$ cat src/rtl/responder_pkg.sv
// Shared types for the quiz responder: arbitration states,
// player count and winner-encoding helpers.
package responder_pkg;

   localparam int N_PLAYERS = 4;
   localparam int ID_W      = 2;

   typedef enum logic [1:0] {
      IDLE   = 2'd0,
      ARMED  = 2'd1,
      LOCKED = 2'd2
   } state_t;

   // Keep only the lowest set bit: fixed priority, player 0 highest.
   function automatic logic [N_PLAYERS-1:0] first_one(
      input logic [N_PLAYERS-1:0] v
   );
      logic [N_PLAYERS-1:0] r;
      r = '0;
      for (int i = N_PLAYERS - 1; i >= 0; i--) begin
         if (v[i]) begin
            r    = '0;
            r[i] = 1'b1;
         end
      end
      return r;
   endfunction

   function automatic logic [ID_W-1:0] onehot_id(
      input logic [N_PLAYERS-1:0] v
   );
      logic [ID_W-1:0] id;
      id = '0;
      for (int i = 0; i < N_PLAYERS; i++) begin
         if (v[i]) id = ID_W'(i);
      end
      return id;
   endfunction

endpackage

$ cat src/rtl/responder_debounce.sv
// One button lane: 2-flop synchronizer, counting debouncer
// and registered rising-edge detect.
module responder_debounce #(
   parameter int DEBOUNCE_CYCLES = 16
) (
   input  logic clk,
   input  logic rst,
   input  logic btn,
   output logic press
);

   logic       sync1;
   logic       sync2;
   logic       db;
   logic       db_q;
   logic [7:0] cnt;

   always_ff @(posedge clk) begin
      if (rst) begin
         sync1 <= 1'b0;
         sync2 <= 1'b0;
         db    <= 1'b0;
         db_q  <= 1'b0;
         press <= 1'b0;
         cnt   <= '0;
      end else begin
         sync1 <= btn;
         sync2 <= sync1;
         db_q  <= db;
         press <= db & ~db_q;
         // Any cycle agreeing with db restarts the stability count.
         if (sync2 != db) begin
            if (cnt == 8'(DEBOUNCE_CYCLES - 1)) begin
               db  <= sync2;
               cnt <= '0;
            end else begin
               cnt <= cnt + 8'd1;
            end
         end else begin
            cnt <= '0;
         end
      end
   end

endmodule

$ cat src/rtl/responder_buzzer_arbiter.sv
// Buzzer front end: four debounced lanes, first-press lock
// with fixed priority, and sticky early-press foul flags.
module responder_buzzer_arbiter
   import responder_pkg::*;
#(
   parameter int DEBOUNCE_CYCLES = 16
) (
   input  logic                 clk,
   input  logic                 rst,
   input  logic [N_PLAYERS-1:0] btn,
   input  logic                 arm,
   input  logic                 clear,
   output logic                 touch,
   output logic [N_PLAYERS-1:0] winner,
   output logic [ID_W-1:0]      winner_id,
   output logic [N_PLAYERS-1:0] foul
);

   logic [N_PLAYERS-1:0] press;

   for (genvar i = 0; i < N_PLAYERS; i++) begin : g_lane
      responder_debounce #(
         .DEBOUNCE_CYCLES(DEBOUNCE_CYCLES)
      ) u_lane (
         .clk  (clk),
         .rst  (rst),
         .btn  (btn[i]),
         .press(press[i])
      );
   end

   state_t               state_q;
   state_t               state_d;
   logic                 touch_d;
   logic [N_PLAYERS-1:0] winner_d;
   logic [ID_W-1:0]      winner_id_d;
   logic [N_PLAYERS-1:0] foul_d;

   always_ff @(posedge clk) begin
      if (rst) begin
         state_q   <= IDLE;
         touch     <= 1'b0;
         winner    <= '0;
         winner_id <= '0;
         foul      <= '0;
      end else begin
         state_q   <= state_d;
         touch     <= touch_d;
         winner    <= winner_d;
         winner_id <= winner_id_d;
         foul      <= foul_d;
      end
   end

   always_comb begin
      state_d = state_q;
      if (clear) begin
         state_d = IDLE;
      end else begin
         unique case (state_q)
            LOCKED:  state_d = LOCKED;
            ARMED: begin
               if (|press)    state_d = LOCKED;
               else if (!arm) state_d = IDLE;
            end
            IDLE:    if (arm) state_d = ARMED;
            default: state_d = IDLE;
         endcase
      end
   end

   always_comb begin
      touch_d     = touch;
      winner_d    = winner;
      winner_id_d = winner_id;
      foul_d      = foul;
      if (clear) begin
         touch_d     = 1'b0;
         winner_d    = '0;
         winner_id_d = '0;
         foul_d      = '0;
      end else begin
         unique case (state_q)
            ARMED: begin
               if (|press) begin
                  touch_d     = 1'b1;
                  winner_d    = first_one(press);
                  winner_id_d = onehot_id(first_one(press));
               end
            end
            // A press in the cycle arm first rises still lands here.
            IDLE:    foul_d = foul | press;
            default: ;
         endcase
      end
   end

endmodule

$ cat config.mk
export PLATFORM = sky130hd
export DESIGN_NAME = responder_buzzer_arbiter
export DESIGN_NICKNAME = d
export VERILOG_FILES = /design/src/rtl/responder_pkg.sv /design/src/rtl/responder_debounce.sv /design/src/rtl/responder_buzzer_arbiter.sv
export SDC_FILE = /design/constraint.sdc
export NUM_CORES = 1
export LEC_CHECK = 0
export BUFFER_PORTS_ARGS = -buffer_cell sky130_fd_sc_hd__buf_2
export CAP_MARGIN = 20
export CORE_UTILIZATION = 30
export CTS_CLUSTER_DIAMETER = 80
export DETAILED_ROUTE_END_ITERATION = 8
export PLACE_DENSITY_LB_ADDON = 0.12
export SYNTH_ARGS = -nofsm -noshare
export SYNTH_HDL_FRONTEND = slang
export SYNTH_SLANG_ARGS = --single-unit
$ cat constraint.sdc
create_clock -name clk -period 1.32 [get_ports clk]
set_input_delay 0.264 -clock clk [delete_from_list [all_inputs] [get_ports clk]]
set_output_delay 0.264 -clock clk [all_outputs]
set_load 0.05 [all_outputs]
* Word level (Yosys, flattened, before mapping)
Index checks and enable logic that the tools add are counted.
** Operators by class
- Add/subtract/negate cells :: 4
- Eq/ne operators :: 12
- Multiplexer cells :: 14
- Bitwise logic cells :: 13
- Reductions and logical operators :: 13
** Operators with widths (count)
- adder 8 x 1 -> 8 bit (second input constant) :: 4
- == test 8 x 4 -> 1 bit (second input constant) :: 4
- 2-to-1 mux 4 bit :: 7
- AND reduction 2 bit :: 6
- OR reduction 3 bit :: 4
- 2-to-1 mux 2 bit :: 5
- inverter 1 bit :: 8
- case mux 2 bit (3 select lines) :: 1
- bitwise AND 1 bit :: 4
- != test 1 bit :: 4
- bitwise OR 4 bit :: 1
- OR reduction 4 bit :: 1
- != test 3 bit (second input constant) :: 1
- == test 2 x 1 -> 1 bit (second input constant) :: 1
- == test 2 bit (second input constant) :: 1
- logical NOT 2 bit :: 1
- != test 2 bit (second input constant) :: 1
- OR reduction 2 bit :: 1
- 2-to-1 mux 1 bit :: 1
** Word-level totals
- Register bits after elaboration :: 65
- Input bits :: 8
- Output and inout port bits :: 11

* Depth between registers and ports, before layout
- Depth in word-level cells :: 10
- Mapped depth :: 4
- Gate-level depth less buffers :: 4

* Modules after synthesis
A second synthesis with hierarchy kept.
** Second synthesis, totals
- Cell total of the unflattened synthesis :: 275
- Area, all modules :: 2509.9 sq um
** Modules (own cells, without submodules)
- responder_debounce at g_lane[0].u_lane ... :: instances 3, cells an instance 55, area each 504.2 sq um, sequential area each 260.2 sq um
- responder_buzzer_arbiter :: instances 1, cells an instance 58, area each 513.0 sq um, sequential area each 260.2 sq um
- responder_debounce at g_lane[3].u_lane :: instances 1, cells an instance 52, area each 484.2 sq um, sequential area each 260.2 sq um

* Least setup slack after synthesis
OpenSTA, ideal clock, no wires.
- Kind :: flip-flop to flip-flop
- Start point :: reg g_lane[3].u_lane.cnt[4]
- End point :: reg g_lane[3].u_lane.cnt[3]
- Setup time :: 0.131 ns
- Data arrival time :: 1.272 ns
- Required time :: 1.189 ns
- Setup slack :: -0.083 ns
- Cell stages (with the launch flop) :: 4
- Buffers on the path :: 0
- Cell sequence :: dfxtp_1 -> or4_4 -> o211ai_1 -> nor2_1
** On the way
- Longest elaborated chain between the ends :: 2
** RTL lines
- from (decl) :: line responder_debounce.sv:16 : logic [7:0] cnt;
- from (signal assigned) :: line responder_debounce.sv:37 : cnt <= cnt + 8'd1;
- == test 8 x 4 -> 1 bit :: line responder_debounce.sv:33 : if (cnt == 8'(DEBOUNCE_CYCLES - 1)) begin
- OR reduction 3 bit (no line)
No other way between the ends.
A chain may end at the register's enable or synchronous reset.

* Worst setup path after layout
- Start point :: reg g_lane[3].u_lane.cnt[7]
- End point :: reg g_lane[3].u_lane.db
** On the way
- Longest elaborated chain between the ends :: 2
** RTL lines
- == test 8 x 4 -> 1 bit :: line responder_debounce.sv:33
- AND reduction 2 bit (no line)
- to (signal assigned) :: line responder_debounce.sv:34 : db <= sync2;
- to (decl) :: line responder_debounce.sv:14 : logic db;
No other way between the ends.

==> results.cfg <==
[yosys]
yosys_warnings = 0
syn_area_sq_mm = 0.00241
synthCells = 260
synth-async-reset-ratio_pct = 0
syn-num-nets = 272
ys_types = 23
synthTopCellsByArea = dfxtp_1 (54%), a21oi_1 (6.6%), o21ai_0 (5.0%)
synth-main-ff-cell = dfxtp_1
synth_most_common_cell = dfxtp_1
ys_top_cells_by_count = dfxtp_1 (65), a21oi_1 (32), o21ai_0 (24)
synth_top_area_cell = dfxtp_1
yosysSeqAreaShare_pct = 54.0
synth-edff-count = 0
synth_top_area_share_pct = 54.0
avgSynthCellArea_sq_um = 9.27
ys_seq_elements = 65

[route]
vias_per_cell = 4.57
wl_per_cell_um = 10.8
ant_nets = 0
routed_wl_um = 4690
drt_iter0_drc = 43
drcViolationCount = 0
num_vias = 1986
dr.pass1.iters = 4

[cts]
ctsHoldBuffers = 0
cts_tree = built
clk_pin_slew_ns = 0.08
cts-root-buf = clkbuf_8
cts_made_buffers = 9
insertion_delay_ns = 0.34
cts_sinks = 65
cts_max_level = 3
cts_buffer_depth = 2

[global_routing]
busiest_layer = met2
grt_pass1_wl_um = 7780
grt_use_total_pct = 11.9
use_met2_pct = 18.5
grt_overflow_total = 0
grt_pass1_vias = 1821
use_met1_pct = 14.1
grt_max_degree = 15
met3_usage_pct = 5.56
grt_antenna_before_repair = 0

[die]
start_util_pct = 31.0
ios = 19
dieWidth_um = 91.6
dieArea_sq_mm = 0.00840
coreArea_sq_mm = 0.00777
chipHeight_um = 91.6
num_rows = 32

[timing]
fin_tns_setup_ns = -1.30
fmax_mhz = 717
timing.final.ws_setup_ns = -0.0753
worst_slew_pin_slew_ns = 0.285
timing.final.crit_share_pct = 106
maxSlewViolCount = 0
max_slew_margin_pct = 81.0
rsz0062_at_grt = yes
fin_worst_skew_ns = 0.0105
fin_hold_ws_ns = 0.126
hold_viol_final = 0
min_period_ns = 1.40
setup_violations = 28

[layout]
area_delta_synth_final_pct = 38.1
layout-drive-gt1-share_pct = 38.4
design_area_sq_mm = 0.00333
num-fill-cells = 794
final_core_util_pct = 42.8
stdcell_count = 435
layout.nets = 340
antennaDiodeCount = 0

[worst_setup_path]
worst_r2r_path_depth = 3
startpoint_type = flop
required_ns = 1.59
critPathKind = flop to flop
worst-path-max-fanout = 4
r2r_start = g_lane[3].u_lane.cnt[7]
startpoint = g_lane[3].u_lane.cnt[7]
endpoint_kind = flop
arrival_ns = 1.66

[min_path]
holdPathStages = 2
hold_class = input port to flop
min_from = btn[3]

[outcome]
status = complete, but fails checks
violations = negative setup slack

[job]
drv_cap = 0

[power]
p_per_area_mw_per_mm2 = 1300
total_leakage_power_nw = 1.23
p_total_mw = 4.33
peakVddDrop_mv = 0.682

[placement]
gp_congestion = 0.717
io_buffer_count = 18
dpl_worst_slack_ns = -0.0536
place_area_sq_mm = 0.00292
dp.final_hpwl_um = 3290
dp_cells = 418
==> flip-flops by register name (all words and copies together) (netlist names) <==
name                 count
g_lane.u_lane.db         4
state_q                  2
foul                     4
g_lane.u_lane.db_q       4
g_lane.u_lane.sync1      4
touch                    1
g_lane.u_lane.cnt       32
winner_id                2
g_lane.u_lane.sync2      4
g_lane.u_lane.press      4
winner                   4
==> path summary, 6_finish.rpt <==
| check | end | slack (ns) |
|---|---|---|
| worst min-delay path | g_lane[3].u_lane.sync1 | 0.13 |
| worst min register to register | g_lane[1].u_lane.press | 0.37 |
| worst max-delay path | g_lane[3].u_lane.db | -0.08 |
| worst max register to register | g_lane[3].u_lane.db | -0.08 |
==> layout by cell type (no fill, tap or decap), drive strengths merged, types with 10 or more instances in the layout <==
cell type,count
dfxtp,65
a21oi,32
nand3,12
nor2,21
buf,59
nand2,19
or3,16
clkbuf,10
o21ai,24
inv,11
nor2b,18
==> where the power goes <==
group | internal (mW) | switching (mW) | total, mW
combinational | 0.0390 | 0.0483 | 0.0873
sequential | 1.98 | 0.00780 | 1.98
clock | 1.51 | 0.753 | 2.26
==> logic make-up after synthesis <==
kind of cell / after synthesis / synth area share, %
AO/OA/AOI/OAI: 60 / 12.9
XOR/XNOR: 12 / 4.36
adder cells (fa/ha/maj): 4 / 2.08
buffers and inverters: 12 / 1.87
flip-flops: 65 / 54.0
AND/OR/NAND/NOR: 107 / 24.8
==> critical path, cell delays in order (launching register included) <==
cell     delay (ns)
dfxtp_2        0.32
or4_4          0.54
or3_1          0.34
a21oi_2        0.12
==> metal layers <==
layer,wire length (um),vias to the layer above
li1,-,1040
met3,279,4
met5,0,-
met4,58,0
met2,2130,35
met1,2220,907
==> repair_timing <==
item / in CTS / in global routing
endpoints found under the setup margin: 30 / 32
resized for setup: 5 / 36
pin swaps: 4 / 4
buffers inserted: 0 / 1
==> area by class of cell <==
type	instances	area, sq um	area share, %
multi-input cells	183	1170	35.2
flip-flops and latches	65	1320	39.7
repair buffers	59	398	12.0
inverters	10	37.5	1.13
clock buffers	10	138	4.14
clock inverters	6	138	4.14
well taps	102	128	3.83
Power figures use the tool's default switching activity.
